`src/rtl/game_pkg.sv`:
```
// rtl/game_pkg.sv - shared types and constants for the game referee
package game_pkg;

  typedef enum logic [1:0] {
    ST_IDLE    = 2'd0,
    ST_ARMED   = 2'd1,
    ST_RUNNING = 2'd2,
    ST_OVER    = 2'd3
  } state_t;

  localparam int WINDOW_HEIGHT = 480;
  localparam int PLAYER_HEIGHT = 40;
  localparam int SCORE_W       = 14;
  localparam int SCORE_MAX     = 9999;
  localparam int NUM_PLAYERS   = 4;
  localparam int LOC_W         = 9;

  function automatic logic [2:0] popcount4(input logic [3:0] m);
    return {2'b00, m[0]} + {2'b00, m[1]} + {2'b00, m[2]} + {2'b00, m[3]};
  endfunction

endpackage

```
`src/rtl/tick_gen.sv`:
```
// rtl/tick_gen.sv - free-running counter emitting a one-cycle strobe every TICK_CYCLES
module tick_gen #(
  parameter int TICK_CYCLES = 10_000_000
) (
  input  logic clk_i,
  input  logic rst_i,
  input  logic clr_i,
  input  logic en_i,
  output logic tick_o
);

  localparam int CW = (TICK_CYCLES > 1) ? $clog2(TICK_CYCLES) : 1;
  localparam logic [CW-1:0] LAST = CW'(TICK_CYCLES - 1);

  logic [CW-1:0] count_q;

  assign tick_o = en_i & (count_q == LAST);

  always_ff @(posedge clk_i) begin
    if (rst_i || clr_i) begin
      count_q <= '0;
    end else if (en_i) begin
      count_q <= tick_o ? '0 : count_q + 1'b1;
    end
  end

endmodule

```
`src/rtl/game_referee.sv`:
```
// rtl/game_referee.sv - elimination, survival scoring and winner/draw detection
module game_referee #(
  parameter int TICK_CYCLES = 10_000_000,
  parameter int TOP_LIMIT   = 0,
  parameter int BOT_LIMIT   = game_pkg::WINDOW_HEIGHT - game_pkg::PLAYER_HEIGHT,
  parameter int SCORE_MAX   = game_pkg::SCORE_MAX
) (
  input  logic                         clk_i,
  input  logic                         rst_i,
  input  logic                         new_game_i,
  input  logic [3:0]                   active_players_i,
  input  logic [35:0]                  loc_i,
  input  logic [1:0]                   score_sel_i,
  output logic [3:0]                   alive_o,
  output logic [game_pkg::SCORE_W-1:0] score_o,
  output logic                         game_over_o,
  output logic                         winner_valid_o,
  output logic [1:0]                   winner_o,
  output logic                         draw_o
);

  import game_pkg::*;

  localparam logic [LOC_W-1:0]   TOP_L = LOC_W'(TOP_LIMIT);
  localparam logic [LOC_W-1:0]   BOT_L = LOC_W'(BOT_LIMIT);
  localparam logic [SCORE_W-1:0] SAT   = SCORE_W'(SCORE_MAX);

  state_t             state_q;
  logic [2:0]         started_q;
  logic [SCORE_W-1:0] score_q [NUM_PLAYERS];
  logic               ng_q;
  logic               ng_edge;
  logic               tick;
  logic [3:0]         out_mask;
  logic [3:0]         alive_next;
  logic [2:0]         survivors;
  logic               end_game;
  logic [1:0]         win_idx;

  // No reset here: a button held through reset must not look like a fresh press.
  always_ff @(posedge clk_i) begin
    ng_q <= new_game_i;
  end

  assign ng_edge = new_game_i & ~ng_q;

  tick_gen #(.TICK_CYCLES(TICK_CYCLES)) u_tick (
    .clk_i (clk_i),
    .rst_i (rst_i),
    .clr_i (state_q != ST_RUNNING),
    .en_i  (state_q == ST_RUNNING),
    .tick_o(tick)
  );

  always_comb begin
    out_mask = '0;
    win_idx  = '0;
    for (int n = 0; n < NUM_PLAYERS; n++) begin
      out_mask[n] = alive_o[n] & ((loc_i[LOC_W*n +: LOC_W] <= TOP_L) ||
                                  (loc_i[LOC_W*n +: LOC_W] >= BOT_L));
    end
    alive_next = alive_o & ~out_mask;
    survivors  = popcount4(alive_next);
    for (int n = 0; n < NUM_PLAYERS; n++) begin
      if (alive_next[n]) win_idx = 2'(n);
    end
    end_game = (started_q >= 3'd2) ? (survivors <= 3'd1) : (alive_next == '0);
  end

  always_ff @(posedge clk_i) begin
    if (rst_i) begin
      state_q        <= ST_IDLE;
      started_q      <= '0;
      alive_o        <= '0;
      game_over_o    <= 1'b0;
      winner_valid_o <= 1'b0;
      winner_o       <= '0;
      draw_o         <= 1'b0;
      for (int n = 0; n < NUM_PLAYERS; n++) score_q[n] <= '0;
    end else if (ng_edge) begin
      state_q        <= ST_ARMED;
      alive_o        <= '0;
      game_over_o    <= 1'b0;
      winner_valid_o <= 1'b0;
      winner_o       <= '0;
      draw_o         <= 1'b0;
      for (int n = 0; n < NUM_PLAYERS; n++) score_q[n] <= '0;
    end else begin
      unique case (state_q)
        ST_ARMED: begin
          if (active_players_i != '0) begin
            alive_o   <= active_players_i;
            started_q <= popcount4(active_players_i);
            state_q   <= ST_RUNNING;
          end
        end
        ST_RUNNING: begin
          // Scoring uses the pre-elimination mask: a player dying on a tick edge still earns it.
          for (int n = 0; n < NUM_PLAYERS; n++) begin
            if (tick && alive_o[n] && score_q[n] != SAT) score_q[n] <= score_q[n] + 1'b1;
          end
          alive_o <= alive_next;
          if (end_game) begin
            state_q     <= ST_OVER;
            game_over_o <= 1'b1;
            if (started_q >= 3'd2) begin
              winner_valid_o <= (survivors == 3'd1);
              winner_o       <= win_idx;
              draw_o         <= (survivors == 3'd0);
            end
          end
        end
        default: ;
      endcase
    end
  end

  always_ff @(posedge clk_i) begin
    if (rst_i) score_o <= '0;
    else       score_o <= score_q[score_sel_i];
  end

endmodule
```
`config.mk`:
```
export PLATFORM = sky130hd
export DESIGN_NAME = game_referee
export DESIGN_NICKNAME = d
export VERILOG_FILES = /design/src/rtl/game_pkg.sv /design/src/rtl/tick_gen.sv /design/src/rtl/game_referee.sv
export SDC_FILE = /design/constraint.sdc
export NUM_CORES = 1
export LEC_CHECK = 0
export ABC_AREA = 1
export CAP_MARGIN = 20
export CELL_PAD_IN_SITES_DETAIL_PLACEMENT = 1
export CELL_PAD_IN_SITES_GLOBAL_PLACEMENT = 2
export CORE_MARGIN = 4
export CORE_UTILIZATION = 29
export CTS_CLUSTER_DIAMETER = 40
export DETAILED_ROUTE_END_ITERATION = 6
export GPL_ROUTABILITY_DRIVEN = 1
export PLACE_DENSITY_LB_ADDON = 0.1
export SKIP_LAST_GASP = 1
export SYNTH_ARGS = -nofsm -noshare
export SYNTH_HDL_FRONTEND = slang
export SYNTH_SLANG_ARGS = --single-unit
```
`constraint.sdc`:
```
create_clock -name clk_i -period 3.2 [get_ports clk_i]
set_input_delay 0.64 -clock clk_i [delete_from_list [all_inputs] [get_ports clk_i]]
set_output_delay 0.64 -clock clk_i [all_outputs]
set_load 0.005 [all_outputs]
```
==> results of run 1 <==
[cells by family after synthesis]
kind of cell	Yosys count	synth area share, %
xor gates and xnor gates	13	1.89
buffers and inverters	143	9.37
adders and majority gates	14	3.15
AOI/OAI and AO/OA	157	13.9
and+or+nand+nor	377	28.9
DFF	108	42.8
[routing by layer]
metal  part of all wire (%)  vias to the layer above  GRT usage, %
met5                      0                        -             0
met4                    1.4                        0          4.62
met3                    2.8                       18          2.36
met2                     49                       75          28.6
met1                     47                     2632          20.3
li1                       -                     2863             -
[layout by cell type, fill, tap and decap left out, types with 3 or more instances in the layout]
cell type and count:
sky130_fd_sc_hd__nor2_1 122, sky130_fd_sc_hd__nand2_1 117, sky130_fd_sc_hd__inv_1 111, sky130_fd_sc_hd__a21oi_1 79
sky130_fd_sc_hd__dfxtp_1 66, sky130_fd_sc_hd__clkdlybuf4s50_1 62, sky130_fd_sc_hd__nand3_1 54, sky130_fd_sc_hd__o21ai_0 50
sky130_fd_sc_hd__edfxtp_1 42, sky130_fd_sc_hd__buf_4 33, sky130_fd_sc_hd__nor3_1 30, sky130_fd_sc_hd__nand4_1 14
sky130_fd_sc_hd__inv_2 11, sky130_fd_sc_hd__xor2_1 11, sky130_fd_sc_hd__ha_1 9, sky130_fd_sc_hd__clkbuf_16 9
sky130_fd_sc_hd__nor3_2 7, sky130_fd_sc_hd__o21ai_1 6, sky130_fd_sc_hd__nand3_2 5, sky130_fd_sc_hd__dlymetal6s2s_1 5
sky130_fd_sc_hd__nor2_2 4, sky130_fd_sc_hd__nand2_2 4, sky130_fd_sc_hd__a31oi_1 4, sky130_fd_sc_hd__o21a_1 4
sky130_fd_sc_hd__nor4_1 3, sky130_fd_sc_hd__a21oi_2 3
[final timing paths]
kind,startpoint,endpoint,slack [ns],cells past startpoint
setup / recovery,loc_i[4],draw_o,0.12,17
hold / removal,started_q[1],started_q[1],0.45,2
setup reg to reg,alive_o[1],draw_o,0.66,16
hold reg to reg,started_q[1],started_q[1],0.45,2
[worst register-to-register path, stage by stage, from the launching register on]
cell and delay, ns:
sky130_fd_sc_hd__dfxtp_1 0.38, sky130_fd_sc_hd__nand2_1 0.08, sky130_fd_sc_hd__nor2_2 0.11, sky130_fd_sc_hd__inv_2 0.06
sky130_fd_sc_hd__fa_1 0.44, sky130_fd_sc_hd__inv_1 0.07, sky130_fd_sc_hd__ha_2 0.18, sky130_fd_sc_hd__inv_2 0.05
sky130_fd_sc_hd__ha_4 0.28, sky130_fd_sc_hd__nor2_4 0.04, sky130_fd_sc_hd__buf_4 0.12, sky130_fd_sc_hd__buf_4 0.12
sky130_fd_sc_hd__buf_4 0.12, sky130_fd_sc_hd__buf_4 0.12, sky130_fd_sc_hd__buf_4 0.12, sky130_fd_sc_hd__nand3b_1 0.08
sky130_fd_sc_hd__a21oi_1 0.06
[sequential cells by signal, summed over array words and instances, names as in the netlist]
signal / cells
game_over_o: 1
score_o: 14
draw_o: 1
score_q: 56
alive_o: 4
winner_valid_o: 1
ng_q: 1
started_q: 2
winner_o: 2
state_q: 2
u_tick.count_q: 24
[power by group through the flow]
stage | sequential, mW | clock (mW) | combinational (mW)
finish | 1.53 | 1.15 | 0.487
detailed placement | 1.57 | 0 | 0.437
floorplan | 1.55 | 0 | 0.211
global route | 1.54 | 1.24 | 0.542
global placement | 1.56 | 0 | 0.428
CTS | 1.53 | 1.19 | 0.468
[cell type report]
| cell class | instances | area [sq um] |
|---|---|---|
| multi-input combinational | 561 | 2960 |
| clock buffer | 9 | 225 |
| clock inverter | 7 | 65.1 |
| fill | 2497 | 12800 |
| timing repair buffer | 100 | 931 |
| tap | 270 | 338 |
| sequential | 108 | 2580 |
| inverter | 122 | 458 |
[stage by stage]
step	util, %	cell area, sq um	setup TNS, ns	setup WS [ns]
finish	37.1	7560	0	0.117
global route	37.1	7560	-0.00304	-0.00304
CTS	36.7	7470	0	0.00353
detailed placement	35.0	7120	-3.08	-0.623
global placement	35.0	7120	-2.24	-0.465
floorplan	-	6040	0	0.104
[timing repair]
item / 4_1_cts / 5_1_grt
resized for setup: 4 / 20
setup buffers: 6 / 2
pin swaps: 4 / 9
setup endpoints to repair: 5 / 6
==> results.txt, run 1 <==
The remaining global-route overflow was 0. The most frequent cell on the critical path is sky130_fd_sc_hd__buf_4. The internal power of the cells was 2.32 mW. The routed wire length per instance works out to 15.7 microns.

The logs give 30,800 microns for the wire length of the first global-routing pass and 108 for the sink count of the clock tree. The startpoint class of the critical path is an input port. The initial utilization of the core area, before any placement, comes to 29.6%. The tools report the combinational share of power as 15.4%. The final number of hold-violating endpoints is 0. The required time reported for the critical path endpoint is 3.45 ns, and the count of buffers from port buffering is 67.

The cell with the biggest individual delay on the critical path is sky130_fd_sc_hd__clkdlybuf4s50_1. The H-tree was split into 3 levels. After detailed routing, the number of remaining DRC violations is 0.

The most frequently used flop master after synthesis is sky130_fd_sc_hd__dfxtp_1. For this run, the top clock speed supported by timing is 0.324 GHz. Once detail routing completed, the nets flagged for antenna violations numbered 0. The count of mapped cells out of synthesis is 812, and the maximum fanout along the worst path is 2.

The number of enable-type register cells in the synthesized netlist is 42. The tools report the nature of the critical path endpoint as a flip-flop. The area growth from synthesis to layout is 25.2%. The average instance in the mapped netlist occupies 7.43 sq um. The share of the clock period used by the worst path after layout was 96.4%; the sequential cell fraction of total power was 48.4%.

Synthesis produced a netlist with a net count of 871. The die is 152 microns wide. At the worst endpoint, the arrival time is 3.33 ns.

The time the final worst path needs with I/O delays and setup came out at 3.08 ns. The number of global-route vias before repair is 6,078. Max-cap violations in this run came to 0.

First-pass iteration count of the detailed router: 4. TritonCTS created 9 clock buffers. The slew at the pin closest to its max-slew limit works out to 0.810 ns.

Number of synthesized register bits: 108. Weighted congestion at the end of routability-driven global placement: 0.805. Summed over all cells, the static leakage comes to 2.96 nW. Sorting the synthesized cells by how often they occur yields 124 x sky130_fd_sc_hd__nor2_1, 119 x sky130_fd_sc_hd__nand2_1, 114 x sky130_fd_sc_hd__inv_1. The most common cell in the synthesized netlist is sky130_fd_sc_hd__nor2_1. After synthesis, the share of flip-flops with an asynchronous set or reset is 0%. Summed over all nets, the half-perimeter wirelength after detailed placement is 14,400 microns. For this design the ratio of total power to cell area is 419 nW/um^2. The run gives 48 as the number of unique standard cell types used by synthesis. The signal on the critical path passes through clkdlybuf4s50_1 > a31o_2 > nand3_1 > nand3_2 > fa_1 > inv_1 > ha_2 > inv_2 > ha_4 > nor2_4 > buf_4 > buf_4 > buf_4 > buf_4 > buf_4 > nand3b_1 > a21oi_1. The total placed cells including tap cells is 1,153, and the worst-case headroom to the max-slew limit is 46.0%. For the count of vias placed by the detailed router, the log shows 5,588. The largest single stage delay on the critical path is 0.44 ns. Via density per instance: 4.75. The switching power summed over all nets came out at 844 uW.

Across the routed clock network, the largest skew measured is 0.0100 ns. Entering global routing, the biggest net connects 31 pins. Leaving out filler cells and counting taps, the final layout contains 1,177. In the post-synthesis netlist, the biggest area contributors are sky130_fd_sc_hd__dfxtp_1 22%, sky130_fd_sc_hd__edfxtp_1 21%, sky130_fd_sc_hd__nor2_1 7.7%, sky130_fd_sc_hd__nand2_1 7.4%, sky130_fd_sc_hd__inv_1 7.1%. Y dimension of the die: 152 microns.

The clock network burns 36.2% of the power. The share of cells above drive strength 1 was 11.0%. For this block, the routed nets add up to 18,500 microns of wire. Summed over its instances, the top area cell type makes up 21.9% of the synthesized netlist area. Sequential cell area fraction in the yosys report: 42.8%.

For the iteration-0 DRC count of the detailed router, the log shows 243. The path class of the tightest hold or removal check is flip-flop to flip-flop. The classification of the worst setup path is input port to flip-flop.

In this run switching power makes up 26.7% of total power. Counting both buffers and inverters, the worst setup path holds a total of 8. TritonCTS built the clock tree. Clock-pin slew was measured on the worst setup and hold paths at 0.08 ns.

The core outline area is 20,400 sq um. The clock passes through at most 2 buffers. In this run the cell area of the synthesized design comes to 6040 sq um.

For the final number of max-transition violations, the log shows 0. The final-layout worst hold slack was 0.454 ns. For the total of warnings raised by yosys, the log shows 0.

The run gives 3.17 mW as the post-layout total power. The number of antenna violations at the first check in global routing came out at 0. The later pin in the worst-skew pair is clocked with a latency of 0.36 ns. The logs give 0.260 mV for the peak supply drop and 961 for the final layout net count. The flow ran to the end, and the final reports show no timing, DRC or antenna violations. Global routing used 16.1% of the available tracks across all layers.

The tools report the count of final setup violators as 0. The cell at the root of the clock tree is sky130_fd_sc_hd__clkbuf_16. The family of cells with the greatest summed delay on the critical path was buffers and inverters. The cell taking the most area after synthesis was sky130_fd_sc_hd__dfxtp_1. The total die area was 23,200 sq um; the number of placed I/O pins was 68. Row generation in the floorplan step produced 52 rows. The total inserted antenna cells is 0, and the number of hold buffers added after CTS is 0.
Note: power is estimated with default switching activity, not from simulation.
==> inputs of run 2 (changes only) <==
==> constraint.sdc (replaced) <==
create_clock -name clk_i -period 2.8 [get_ports clk_i]
set_input_delay 0.56 -clock clk_i [delete_from_list [all_inputs] [get_ports clk_i]]
set_output_delay 0.56 -clock clk_i [all_outputs]
set_load 0.005 [all_outputs]
==> results.txt, run 2 (synthesis gave the netlist of run 1 again) <==
The clock edge transition at the registers on the reported setup and hold paths is 0.07 ns (about the same). Power density normalized to cell area: 473 nW/um^2 (+13%). Y dimension of the die: 152 microns (unchanged). The routed wire length per instance works out to 15.7 microns (-0.44%). The worst setup path is launched from an input port. The tools report the worst slack at placement as -0.690 ns (-0.0672 ns). The most common cell after layout, fill and taps aside is sky130_fd_sc_hd__nor2_1. The core outline area is 20,400 sq um (unchanged). The total die area was 23,200 sq um (unchanged); the number of fill cells in the layout was 2,497 (unchanged).

The register cell area after layout is 2580 sq um (unchanged). The slew at the pin closest to its max-slew limit came out at 0.876 ns (+0.0663 ns). The logs give 0 (unchanged) for the number of hold buffers added after CTS and 31,200 microns (+1.2%) for the wire length of the first global-routing pass. For the count of vias placed by the detailed router, the log shows 5,674 (+1.5%). The via density per instance came out at 4.77 (+0.43%). For the worst setup slack after layout, the log shows 0.0912 ns (-0.0255 ns). The largest net degree at the start of global routing is 31 (unchanged). The classification of the worst setup path is input port to flip-flop.

The clock buffer count from CTS was 9 (unchanged). The first-pass iteration count of the detailed router is 4 (unchanged). The sink count of the clock tree was 108 (unchanged). The logs give 0.273 mV (+5.0%) for the peak supply drop and 0 (unchanged) for the final number of hold-violating endpoints. The share of cells above drive strength 1 came out at 14.7% (+3.6 points). The peak per-stage delay on the critical path is 0.49 ns (+0.05 ns). The effective utilization at floorplan is 29.6% (unchanged). For the arrival time of data at the critical path endpoint, the log shows 2.96 ns (-0.37 ns).

The run finished with clean final reports. For the total wire length after detailed routing, the log shows 18,700 microns (+0.66%). Subtracting the final worst setup slack from the clock period gives 2.71 ns.

The number of antenna violations at the first check in global routing is 0 (unchanged). The overall global routing resource usage was 16.4% (+0.26 points). The total inserted antenna cells is 0 (unchanged). The final HPWL from detailed placement is 14,500 microns (+0.74%).

The logs give 0 (unchanged) for the count of final setup violators and 974 (+1.4%) for the final layout net count. Static timing analysis puts the maximum clock frequency at 0.369 GHz. The number of max-cap violations was 0 (unchanged). Counting flops per register, the top entry is score_q.

The maximum level of the CTS H-tree was 3 (unchanged); the final number of max-transition violations was 0 (unchanged). The run gives 0 (unchanged) as the number of remaining DRC errors. Nature of the critical path endpoint: a flip-flop. The number of global-route vias before repair is 6,223 (+2.4%). In the final layout, the registers with the most flip-flops are score_q: 56 flops, u_tick.count_q: 24 flops, score_o: 14 flops. The residual antenna-violating net count after detailed routing is 0 (unchanged). Clock tree synthesis selected as its root buffer the cell sky130_fd_sc_hd__clkbuf_16.

The remaining global-route overflow is 0 (unchanged). For the worst-case headroom to the max-slew limit, the log shows 41.1% (-4.9 points). The final cell count without fillers came out at 1,190 (+1.1%). The signal on the critical path passes through buf_8 > a31o_4 > and3_4 > nor2_4 > inv_2 > fa_1 > inv_2 > ha_4 > buf_6 > ha_4 > nor2_4 > nand2_2 > a21oi_2 > nand2_1 > inv_2 > nand3_2 > o211ai_1 > inv_1. The layout overhead on the synthesized area was 28.0%; the leakage power figure was 3.04 nW (+2.7%). The number of placed I/O pins is 68 (unchanged), and the total placed instance area is 7200 sq um (+1.1%). The number of buffers between clock root and the deepest sink was 2 (unchanged); the clock network latency to the later pin of the worst-skew pair was 0.36 ns (about the same).

Design area: 7720 sq um (+2.2%). In the finished design, the share of the clock period the worst path needs comes to 96.7%. TritonCTS built the clock tree. For the number of rows in the core area, the log shows 52 (unchanged). The cell that appears most often on the critical path is sky130_fd_sc_hd__inv_2.

The run gives 1,155 (+0.17%) as the total placed cells including tap cells. In the layout the commonest cells are 122 x sky130_fd_sc_hd__nor2_1, 115 x sky130_fd_sc_hd__nand2_1, 110 x sky130_fd_sc_hd__inv_1. The tools report the iteration-0 DRC count of the detailed router as 221 (-9.1%). Setup repair after global routing could not meet its margin everywhere.

The overall die width came out at 152 microns (unchanged). Setup clock skew after layout: 0.0154 ns (+0.00539 ns). The required time reported for the critical path endpoint is 3.05 ns (-0.40 ns), and the maximum fanout along the worst path is 7 (+5). The tightest min-delay check is of the flip-flop to flip-flop type. The flip-flop count of the largest register, all copies and words added came out at 56 (unchanged).

The cell with the biggest individual delay on the critical path is sky130_fd_sc_hd__fa_1. Area of the multi-input gates: 3070 sq um (+3.7%). The weighted congestion at the end of routability-driven global placement is 0.856 (+6.4%), and the count of buffers from port buffering is 67 (unchanged).
run 2: critical path: cells and delay by family:
family / cells / cell delay (ns)
AOI/OAI and AO/OA: 3 / 0.46
adders and majority gates: 3 / 0.81
buffers and inverters: 6 / 0.50
and+or+nand+nor: 6 / 0.63
run 2: final timing paths:
kind	from	endpoint	slack, ns	cells after the start
max	loc_i[12]	winner_o[1]	0.09	18
max reg2reg	alive_o[1]	winner_o[1]	0.26	16
min reg2reg	started_q[1]	started_q[1]	0.46	2
min	started_q[1]	started_q[1]	0.46	2
run 2: layout make-up:
type	count	share of cell area, %
well taps	270	4.37
multi-input cells	561	39.7
flip-flops and latches	108	33.4
repair buffers	113	13.0
clock buffers	11	3.01
clock inverters	5	0.454
inverters	122	5.96
run 2: timing repair:
item | CTS | global route
gates resized for setup | 48 | 43
hold endpoints to repair | 0 | 0
buffers inserted | 17 | 2
pin swaps | 20 | 24
setup endpoints to repair | 6 | 6
run 2: stage by stage:
| step | power, mW | setup TNS (ns) | util [%] | hold slack (ns) |
|---|---|---|---|---|
| after floorplan | 2.02 | 0 | - | 0.418 |
| after global placement | 2.30 | -2.89 | 35.4 | 0.428 |
| after detailed placement | 2.31 | -3.54 | 35.4 | 0.445 |
| after CTS | 3.66 | 0 | 37.4 | 0.456 |
| after global routing | 3.84 | -0.261 | 37.9 | 0.481 |
| final | 3.65 | 0 | 37.9 | 0.455 |
run 2: power breakdown:
part / leakage (nW) / internal, mW / switching (mW)
Sequential: 0.984 / 1.70 / 0.0573
Clock: 0.135 / 0.611 / 0.630
Combinational: 1.92 / 0.335 / 0.326
run 2: metal layers:
layer  vias to the layer above  global-route usage [%]  part of all wire [%]  routed length (microns)
li1                       2882                       -                     -                        -
met1                      2690                    20.1                    46                     8510
met2                        84                    29.5                    50                     9240
met3                        18                    3.15                   3.6                      669
met4                         0                    3.98                   1.3                      240
met5                         -                       0                     0                        0
